--- config.mk ---
export PLATFORM = sky130hd
export DESIGN_NAME = gpio_ctrl_flat
export DESIGN_NICKNAME = d
export VERILOG_FILES = /design/src/rtl/gpio_pkg.sv /design/src/rtl/gpio_if.sv /design/src/rtl/gpio_sync.sv /design/src/rtl/gpio_ctrl.sv /design/src/flat_wrapper.sv
export SDC_FILE = /design/constraint.sdc
export NUM_CORES = 1
export LEC_CHECK = 0
export ABC_AREA = 1
export CAP_MARGIN = 20
export CORE_MARGIN = 1.5
export CORE_UTILIZATION = 40
export CTS_BUF_LIST = sky130_fd_sc_hd__clkbuf_4
export CTS_CLUSTER_DIAMETER = 120
export DETAILED_ROUTE_END_ITERATION = 8
export GPL_ROUTABILITY_DRIVEN = 1
export GPL_TIMING_DRIVEN = 1
export PLACE_DENSITY = 0.69
export RECOVER_POWER = 100
export SYNTH_ARGS = -nofsm -noshare
export SYNTH_HDL_FRONTEND = slang
export SYNTH_SLANG_ARGS = --single-unit
--- constraint.sdc ---
create_clock -name clk -period 3.34 [get_ports clk]
set_input_delay 0.501 -clock clk [delete_from_list [all_inputs] [get_ports clk]]
set_output_delay 0.501 -clock clk [all_outputs]
set_load 0.02 [all_outputs]
--- src/rtl/gpio_pkg.sv ---
// Shared definitions for the GPIO controller: register byte offsets,
// bus FSM state encoding and byte-lane mask helper.
package gpio_pkg;

    localparam logic [4:0] OFS_OUT     = 5'h00;
    localparam logic [4:0] OFS_OE      = 5'h04;
    localparam logic [4:0] OFS_IN      = 5'h08;
    localparam logic [4:0] OFS_RISE_EN = 5'h0C;
    localparam logic [4:0] OFS_FALL_EN = 5'h10;
    localparam logic [4:0] OFS_STATUS  = 5'h14;
    localparam logic [4:0] OFS_OUT_SET = 5'h18;
    localparam logic [4:0] OFS_OUT_CLR = 5'h1C;

    typedef enum logic [0:0] {
        BUS_IDLE = 1'b0,
        BUS_RESP = 1'b1
    } bus_state_e;

    // Expands a 4-bit byte strobe into a 32-bit bit mask.
    function automatic logic [31:0] lane_mask(input logic [3:0] wstrb);
        return {{8{wstrb[3]}}, {8{wstrb[2]}}, {8{wstrb[1]}}, {8{wstrb[0]}}};
    endfunction

endpackage

--- src/rtl/gpio_if.sv ---
// Simple valid/ready register bus between a master and the GPIO controller.
interface gpio_if;
    logic        bus_valid;
    logic        bus_ready;
    logic [4:0]  bus_addr;
    logic [3:0]  bus_wstrb;
    logic [31:0] bus_wdata;
    logic [31:0] bus_rdata;

    modport master (
        output bus_valid, bus_addr, bus_wstrb, bus_wdata,
        input  bus_ready, bus_rdata
    );

    modport slave (
        input  bus_valid, bus_addr, bus_wstrb, bus_wdata,
        output bus_ready, bus_rdata
    );
endinterface

--- src/rtl/gpio_sync.sv ---
// Multi-stage synchronizer for asynchronous pad inputs, followed by a
// one-cycle history register used to derive rising and falling edges.
module gpio_sync #(
    parameter int WIDTH       = 8,
    parameter int SYNC_STAGES = 2
) (
    input  logic             clk,
    input  logic             resetn,
    input  logic [WIDTH-1:0] pin_in,
    output logic [WIDTH-1:0] sync,
    output logic [WIDTH-1:0] rise,
    output logic [WIDTH-1:0] fall
);

    logic [WIDTH-1:0] stage_q [SYNC_STAGES];
    logic [WIDTH-1:0] stage_d [SYNC_STAGES];
    logic [WIDTH-1:0] prev_q;
    logic [WIDTH-1:0] prev_d;

    // Next-state of the shift chain and the history register.
    always_comb begin
        stage_d[0] = pin_in;
        for (int i = 1; i < SYNC_STAGES; i++) begin
            stage_d[i] = stage_q[i-1];
        end
        prev_d = stage_q[SYNC_STAGES-1];
    end

    // Synchronizer and history flops.
    always_ff @(posedge clk or negedge resetn) begin
        if (!resetn) begin
            for (int i = 0; i < SYNC_STAGES; i++) begin
                stage_q[i] <= '0;
            end
            prev_q <= '0;
        end else begin
            for (int i = 0; i < SYNC_STAGES; i++) begin
                stage_q[i] <= stage_d[i];
            end
            prev_q <= prev_d;
        end
    end

    assign sync = stage_q[SYNC_STAGES-1];
    assign rise = sync & ~prev_q;
    assign fall = ~sync & prev_q;

endmodule

--- src/rtl/gpio_ctrl.sv ---
// GPIO controller: register file behind a two-state valid/ready bus,
// pad output/enable drive and edge-triggered level interrupt.
module gpio_ctrl
    import gpio_pkg::*;
#(
    parameter int WIDTH       = 8,
    parameter int SYNC_STAGES = 2
) (
    input  logic             clk,
    input  logic             resetn,
    gpio_if.slave            bus,
    input  logic [WIDTH-1:0] gpio_in,
    output logic [WIDTH-1:0] gpio_out,
    output logic [WIDTH-1:0] gpio_oe,
    output logic             irq
);

    bus_state_e       state_q, state_d;
    logic             ready_q, ready_d;
    logic [31:0]      rdata_q, rdata_d;
    logic [WIDTH-1:0] out_q, out_d;
    logic [WIDTH-1:0] oe_q, oe_d;
    logic [WIDTH-1:0] rise_en_q, rise_en_d;
    logic [WIDTH-1:0] fall_en_q, fall_en_d;
    logic [WIDTH-1:0] status_q, status_d;

    logic [WIDTH-1:0] sync_s, rise_s, fall_s;
    logic [WIDTH-1:0] set_ev_s, status_clr_s;
    logic [WIDTH-1:0] wmask_s, wbits_s;
    logic [31:0]      lane_s;
    logic [31:0]      rd_s;
    logic [4:0]       reg_ofs_s;
    logic             wr_en_s;
    logic             unused_s;

    gpio_sync #(
        .WIDTH       (WIDTH),
        .SYNC_STAGES (SYNC_STAGES)
    ) u_sync (
        .clk    (clk),
        .resetn (resetn),
        .pin_in (gpio_in),
        .sync   (sync_s),
        .rise   (rise_s),
        .fall   (fall_s)
    );

    assign reg_ofs_s = {bus.bus_addr[4:2], 2'b00};
    assign lane_s    = lane_mask(bus.bus_wstrb);
    assign wmask_s   = lane_s[WIDTH-1:0];
    assign wbits_s   = bus.bus_wdata[WIDTH-1:0] & wmask_s;
    assign wr_en_s   = (state_q == BUS_RESP) && (bus.bus_wstrb != 4'b0000);
    assign set_ev_s  = (rise_s & rise_en_q) | (fall_s & fall_en_q);
    assign unused_s  = ^{bus.bus_addr[1:0], bus.bus_wdata, lane_s};

    // Read mux; bits at or above WIDTH and write-only registers read zero.
    always_comb begin
        rd_s = '0;
        case (reg_ofs_s)
            OFS_OUT:     rd_s[WIDTH-1:0] = out_q;
            OFS_OE:      rd_s[WIDTH-1:0] = oe_q;
            OFS_IN:      rd_s[WIDTH-1:0] = sync_s;
            OFS_RISE_EN: rd_s[WIDTH-1:0] = rise_en_q;
            OFS_FALL_EN: rd_s[WIDTH-1:0] = fall_en_q;
            OFS_STATUS:  rd_s[WIDTH-1:0] = status_q;
            default:     rd_s = '0;
        endcase
    end

    // Bus FSM next state; read data is captured on entry to RESP and zero otherwise.
    always_comb begin
        state_d = state_q;
        ready_d = 1'b0;
        rdata_d = '0;
        case (state_q)
            BUS_IDLE: begin
                if (bus.bus_valid) begin
                    state_d = BUS_RESP;
                    ready_d = 1'b1;
                    rdata_d = rd_s;
                end else begin
                    state_d = BUS_IDLE;
                end
            end
            BUS_RESP: state_d = BUS_IDLE;
            default:  state_d = BUS_IDLE;
        endcase
    end

    // Register writes commit at the edge that ends RESP; the master still holds the request.
    always_comb begin
        out_d        = out_q;
        oe_d         = oe_q;
        rise_en_d    = rise_en_q;
        fall_en_d    = fall_en_q;
        status_clr_s = '0;
        if (wr_en_s) begin
            case (reg_ofs_s)
                OFS_OUT:     out_d        = (out_q & ~wmask_s) | wbits_s;
                OFS_OE:      oe_d         = (oe_q & ~wmask_s) | wbits_s;
                OFS_RISE_EN: rise_en_d    = (rise_en_q & ~wmask_s) | wbits_s;
                OFS_FALL_EN: fall_en_d    = (fall_en_q & ~wmask_s) | wbits_s;
                OFS_STATUS:  status_clr_s = wbits_s;
                OFS_OUT_SET: out_d        = out_q | wbits_s;
                OFS_OUT_CLR: out_d        = out_q & ~wbits_s;
                default:     out_d        = out_q;
            endcase
        end else begin
            out_d = out_q;
        end
        // A coincident edge event beats a W1C so no interrupt is lost.
        status_d = (status_q & ~status_clr_s) | set_ev_s;
    end

    // Bus FSM with registered handshake outputs.
    always_ff @(posedge clk or negedge resetn) begin
        if (!resetn) begin
            state_q <= BUS_IDLE;
            ready_q <= 1'b0;
            rdata_q <= '0;
        end else begin
            state_q <= state_d;
            ready_q <= ready_d;
            rdata_q <= rdata_d;
        end
    end

    // Control and status registers.
    always_ff @(posedge clk or negedge resetn) begin
        if (!resetn) begin
            out_q     <= '0;
            oe_q      <= '0;
            rise_en_q <= '0;
            fall_en_q <= '0;
            status_q  <= '0;
        end else begin
            out_q     <= out_d;
            oe_q      <= oe_d;
            rise_en_q <= rise_en_d;
            fall_en_q <= fall_en_d;
            status_q  <= status_d;
        end
    end

    assign bus.bus_ready = ready_q;
    assign bus.bus_rdata = rdata_q;
    assign gpio_out      = out_q;
    assign gpio_oe       = oe_q;
    assign irq           = |status_q;

endmodule

--- src/flat_wrapper.sv ---
// flat-port wrapper written by rule: the top's interface ports become plain ports
module gpio_ctrl_flat import gpio_pkg::*;
#(
    parameter int WIDTH       = 8,
    parameter int SYNC_STAGES = 2
)
  (clk, resetn, gpio_in, gpio_out, gpio_oe, irq, bus_bus_valid, bus_bus_addr, bus_bus_wstrb, bus_bus_wdata, bus_bus_ready, bus_bus_rdata);
  gpio_if bus_i ();
  input  logic clk;
  input  logic resetn;
  input  logic [WIDTH-1:0] gpio_in;
  output logic [WIDTH-1:0] gpio_out;
  output logic [WIDTH-1:0] gpio_oe;
  output logic irq;
  input wire logic [$bits(bus_i.bus_valid)-1:0] bus_bus_valid;
  input wire logic [$bits(bus_i.bus_addr)-1:0] bus_bus_addr;
  input wire logic [$bits(bus_i.bus_wstrb)-1:0] bus_bus_wstrb;
  input wire logic [$bits(bus_i.bus_wdata)-1:0] bus_bus_wdata;
  output wire logic [$bits(bus_i.bus_ready)-1:0] bus_bus_ready;
  output wire logic [$bits(bus_i.bus_rdata)-1:0] bus_bus_rdata;
  assign bus_i.bus_valid = bus_bus_valid;
  assign bus_i.bus_addr = bus_bus_addr;
  assign bus_i.bus_wstrb = bus_bus_wstrb;
  assign bus_i.bus_wdata = bus_bus_wdata;
  assign bus_bus_ready = bus_i.bus_ready;
  assign bus_bus_rdata = bus_i.bus_rdata;
  gpio_ctrl #(.WIDTH(WIDTH), .SYNC_STAGES(SYNC_STAGES)) u_core (.clk(clk), .resetn(resetn), .bus(bus_i), .gpio_in(gpio_in), .gpio_out(gpio_out), .gpio_oe(gpio_oe), .irq(irq));
endmodule
==> out/qor.txt <==
GR Layer Usage met3 = 5.40%
Clk_lat worst skew = 0.42 ns
Global Route Usage Sum = 19.0%
R2R Setup Slk = 1.36 ns
CP max stage delay = 0.89 ns
Rel. slew slack = -1.23%
Crit path capture type = flop
Leading area contributor after synthesis = dfrtp_1
# IOs = 102
Avg Cell Area, Syn = 8.36 µm²
Die footprint = 9500 µm²
Post-synthesis sequential area ratio = 51.2%
Fmax achieved = 367 MHz
TritonCTS clock tree = yes
Post-synth EDFFs = 0
Max Transition Viols Final = 28
Grt total ovfl = 0
Startpoint Class = input port
Status = finished with violations
Failing checks = max-capacitance violations, max-slew violations
CTS max path bufs = 2
Final #Nets = 530
Gr busiest metal = met2
Worst path arrival time = 3.04 ns
Fin Setup TNS = 0 ns
Vias/cell = 5.23
Post-DP Area = 4070 µm²
Flops & latches, synth = 73
Clk root buf = clkbuf_4
Hold Path Class = input port to asynchronous set/reset pin
Final wirelength = 8720 µm
Maximum VDD drop = 0.288 mV
Measured slew at the worst slew-check pin = 1.52 ns
Clk slew on worst S/H paths = 0.11 ns
Largest net degree at the start of global routing = 35
Grt met2 use = 31.2%
Die width = 97.5 µm
First-pass GRT wire length = 14100 µm
Count leader, synth = nand2_1
Final setup fails = 0
GP Congestion = 0.850
TritonCTS buffer count = 9
Num rows = 34
Share of cells above drive strength 1 = 6.00%
Syn. warnings = 0
RSZ-0062 raised after global routing = false
Slowest library cell on the worst path = dlygate4sd3_1
I/O Buffers = 51
Half-perimeter wire length after placement = 6200 µm
Bufs and invs on worst path = 4
Mapped Area = 3570 µm²
Pleak = 0.00208 µW
Postcts setup bufs = 0
Critical path's top delay family = buffers and inverters
Clk_skew = 0.00873 ns
Vias in the first global route = 2904
Initial DRC Count = 219
Core footprint = 8680 µm²
WP data required = 3.65 ns
Synth Instances = 427
Post-synth top cells = nand2_1, dfrtp_1, nand4_1
Initial core utilization = 41.1%
Fin. Hold Viols = 0
Clock sink count = 73
Antenna viol nets, final = 0
Synth Flop Type = dfrtp_1
Antenna cells = 0
Synth top area cells = dfrtp_1, nand2_1, nand4_1
Post-route cell area = 4120 µm²
Crit-path max FO = 11
WL/cell = 14.8 µm
CP Class = input port to flop
CP Cell Sequence = dlygate4sd3_1, inv_2, nor3_1, inv_2, nor2_1, inv_1, nand2_1, nand2_1
Max-Cap Viols = 1
Top cell type's share of synthesized area = 51.2%
Initial DRT Pass Iterations = 5
Initial antenna violation count = 0
Post-cts gate resize count = 0
Met1 global-route usage = 24.5%
Via Count = 3088
Area Growth Syn to Fin = 15.4%
Asr flop ratio synth = 100%
Synth cell types = 24
Hold Buf Count CTS = 0
Fin crit share = 81.6%
Cell Pwr Density = 484 nW/µm²
H-tree levels = 3
Chip height = 97.5 µm
DRC viols = 0
Fin crit period = 2.73 ns
## path summary, 6_finish.rpt
kind                                     startpoint                    endpoint  cells past startpoint
hold / removal                               resetn          u_core.gpio_out[6]                      1
max in group asynchronous                    resetn  asynchronous set/reset pin                      2
min in group clk           u_core.u_sync.stage_d[6]       u_core.u_sync.sync[6]                      0
setup reg to reg               u_core.bus.bus_ready                        flop                      5
hold reg to reg            u_core.u_sync.stage_d[6]       u_core.u_sync.sync[6]                      0
setup / recovery                    bus_bus_addr[2]                        flop                      8
## layer usage
layer,vias up,routed length (µm)
li1,1455,-
met1,1498,3720
met2,117,4240
met3,18,602
met4,0,157
met5,-,0
## stage by stage
step	instances	utilization, %	setup slack [ns]	total power [µW]	hold WS (ns)
global route	591	47.4	0.466	2110	0.356
CTS	591	48.1	0.894	2040	0.0286
detailed placement	575	46.9	0.866	1590	0.335
floorplan	450	-	1.92	1390	0.205
global placement	575	46.9	0.905	1580	0.333
finish	591	47.4	0.614	1990	0.291
## final cells by class
type / count / area (µm²)
Fill cell: 863 / 4560
Clock buffer: 11 / 82.6
Clock inverter: 5 / 22.5
Sequential cell: 73 / 1830
Inverter: 32 / 120
Timing Repair Buffer: 58 / 549
Tap cell: 108 / 135
Multi-Input combinational cell: 304 / 1380
## cells in the final DEF, fill, tap and decap left out
master	Yosys	final
conb_1	1	24
inv_1	24	27
nand2_1	159	159
clkinv_1	0	2
nand3_1	33	34
nor4_1	2	2
nor3_4	2	1
dfrtp_1	73	73
a21oi_1	8	8
o21ai_0	8	8
dlygate4sd3_1	0	38
buf_4	29	5
nor2_1	11	13
nor2_4	3	2
clkbuf_4	0	11
nor3_1	0	2
inv_2	8	5
a21boi_0	0	1
nand3_2	2	1
clkinv_2	0	3
nand2_2	1	1
clkdlybuf4s50_1	0	12
nand3b_1	8	8
nand4_1	40	40
clkbuf_1	3	3
## where the power goes
group | total [µW] | switching, µW | internal (µW)
registers | 1100 | 93.1 | 1000
logic | 441 | 277 | 164
clock network | 453 | 292 | 162
## cell families after synthesis
kind of cell,count (synthesis),share of synthesized area [%]
other cells,1,0.105
buf+inv,73,11.2
simple gates,263,35.0
flops,73,51.2
compound gates,17,2.56
Power figures use the tool's default switching activity.
==> RTL change: new RTL, same flow settings <==
Reset style: synchronous (`resetn`), changed in 3 clocked blocks. Comments in the files are not updated.
--- a/src/rtl/gpio_sync.sv
+++ b/src/rtl/gpio_sync.sv
@@ -29,3 +29,3 @@
     // Synchronizer and history flops.
-    always_ff @(posedge clk or negedge resetn) begin
+    always_ff @(posedge clk) begin
         if (!resetn) begin
--- a/src/rtl/gpio_ctrl.sv
+++ b/src/rtl/gpio_ctrl.sv
@@ -115,3 +115,3 @@
     // Bus FSM with registered handshake outputs.
-    always_ff @(posedge clk or negedge resetn) begin
+    always_ff @(posedge clk) begin
         if (!resetn) begin
@@ -128,3 +128,3 @@
     // Control and status registers.
-    always_ff @(posedge clk or negedge resetn) begin
+    always_ff @(posedge clk) begin
         if (!resetn) begin
Check against the original RTL: differs if resetn is asserted again (counterexample within 4 cycles, from zero or initial values and one cycle with resetn low); with resetn held inactive, the same outputs for 4 cycles.
==> RTL change against the unedited design <==
- utilization is 2.1 points higher
- cell count is 6.6% higher
- non-clock buffer count is 2 lower
- cell area is 6.6% lower
- routed wire length is 13% lower
- register-to-register slack better by 0.26 ns
- via count is 3.2% lower
- sequential cell count stayed put
- worst setup slack better by 0.32 ns
- area after synthesis is 9.8% lower
- critical path type is now reg2out
- highest routed layer unchanged
Power is not compared: it rests on default switching activity, and its combinational part moved more than twofold at a synthesized area within 25%.
==> RTL change: results (changes against the unedited design) <==
status: "completed"
synth_area_leaders: "dfxtp_1, nand2_1, nor2_1, inv_1, a21oi_1"
drtIter0Drc: 165  # -25%
slew_headroom_pct: 42.2  # +43 points
grt_max_degree: 25  # -29%
arrival_ns: 1.91  # -1.13 ns
yosys-top-cells-count: "nand2_1, dfxtp_1, nor2_1, inv_1, a21oi_1"
clock-skew-final_ns: 0.0125  # +0.00380 ns
synth_edf_count: 0  # unchanged
hp-class: "reg2reg"
syn_avg_cell_area_sq_um: 6.83  # -18%
fin_cells: 630  # +6.6%
grt_pass1_vias: 2626  # -9.6%
grt_pass1_wl_microns: 12300  # -13%
drt-vias-per-instance: 4.75  # -9.2%
synth_compound_area_share_pct: 10.5  # +7.9 points
async_flop_share_pct: 0  # -100 points
totalWireLength_microns: 7570  # -13%
ir_drop_v: 0.000169
postCtsResizedCells: 0  # unchanged
ys.flop_type: "dfxtp_1"
layout.nets: 576  # +8.7%
seq_area_frac_synth_pct: 45.4  # -5.8 points
groute.usage.overall_pct: 18.5  # -0.58 points
synthDistinctLibCells: 18  # -25%
dr.pass1.iters: 4  # -1
dpl.hpwl_microns: 5340  # -14%
gp_congestion: 0.890  # +4.7%
worstPathMaxFanout: 3  # -8
dp_cells: 615  # +7.0%
layout-drive-gt1-share_pct: 3.79  # -2.2 points
RTL change: cell count changes after synthesis, moves of 25 or more:
cell and delta:
dfrtp_1 -73, dfxtp_1 +73, nor2_1 +47, nand2_1 -25
inv_1 +33, a21oi_1 +34, nand4_1 -32
RTL change: metal layers:
metal | wire length, microns | global-route usage [%]
met5 | 0 | 0
met3 | 489 | 3.12
met4 | 110 | 8.08
met2 | 3460 | 30.0
met1 | 3500 | 24.0
RTL change: area by class of cell:
type	instances	area (sq um)
inverters	59	221
well taps	102	128
fillers	810	3920
flip-flops and latches	73	1460
clock inverters	5	47.5
repair buffers	56	541
multi-input cells	325	1370
clock buffers	10	75.1
RTL change: path summary, 6_finish.rpt:
path	start	slack (ns)	depth (start not counted)	endpoint
min	u_core.u_sync.stage_q[0][1]	0.42	2	u_core.u_sync.stage_q[0][9]
min reg2reg	u_core.u_sync.stage_q[0][1]	0.42	2	u_core.u_sync.stage_q[0][9]
max	u_core.status_q[1]	0.93	3	irq
max reg2reg	u_core.bus.bus_ready	1.62	6	flop
RTL change: cell families after synthesis:
family                 Yosys count
AOI/OAI and AO/OA               67
and+or+nand+nor                234
other                            1
buffers and inverters           96
DFF                             73
RTL change: worst max-delay path: stages (launching register included):
cell           delay [ns]
dfxtp_1              0.34
nor4_1               0.35
nand2_1              0.13
dlygate4sd3_1        0.68
RTL change: report_power, final:
part / switching [uW] / internal [uW] / total (uW)
clock: 289 / 226 / 515
combinational: 107 / 50.4 / 158
sequential: 9.42 / 887 / 897
total: 406 / 1160 / 1570
RTL change: through the flow:
step,hold WS [ns],instance area [sq um],total power (uW),setup slack (ns)
global placement,0.393,3740,1070,0.951
finish,0.418,3850,1570,0.933
floorplan,0.390,3300,1030,1.89
global route,0.439,3850,1640,0.835
CTS,0.419,3860,1590,1.05
detailed placement,0.397,3740,1080,0.941
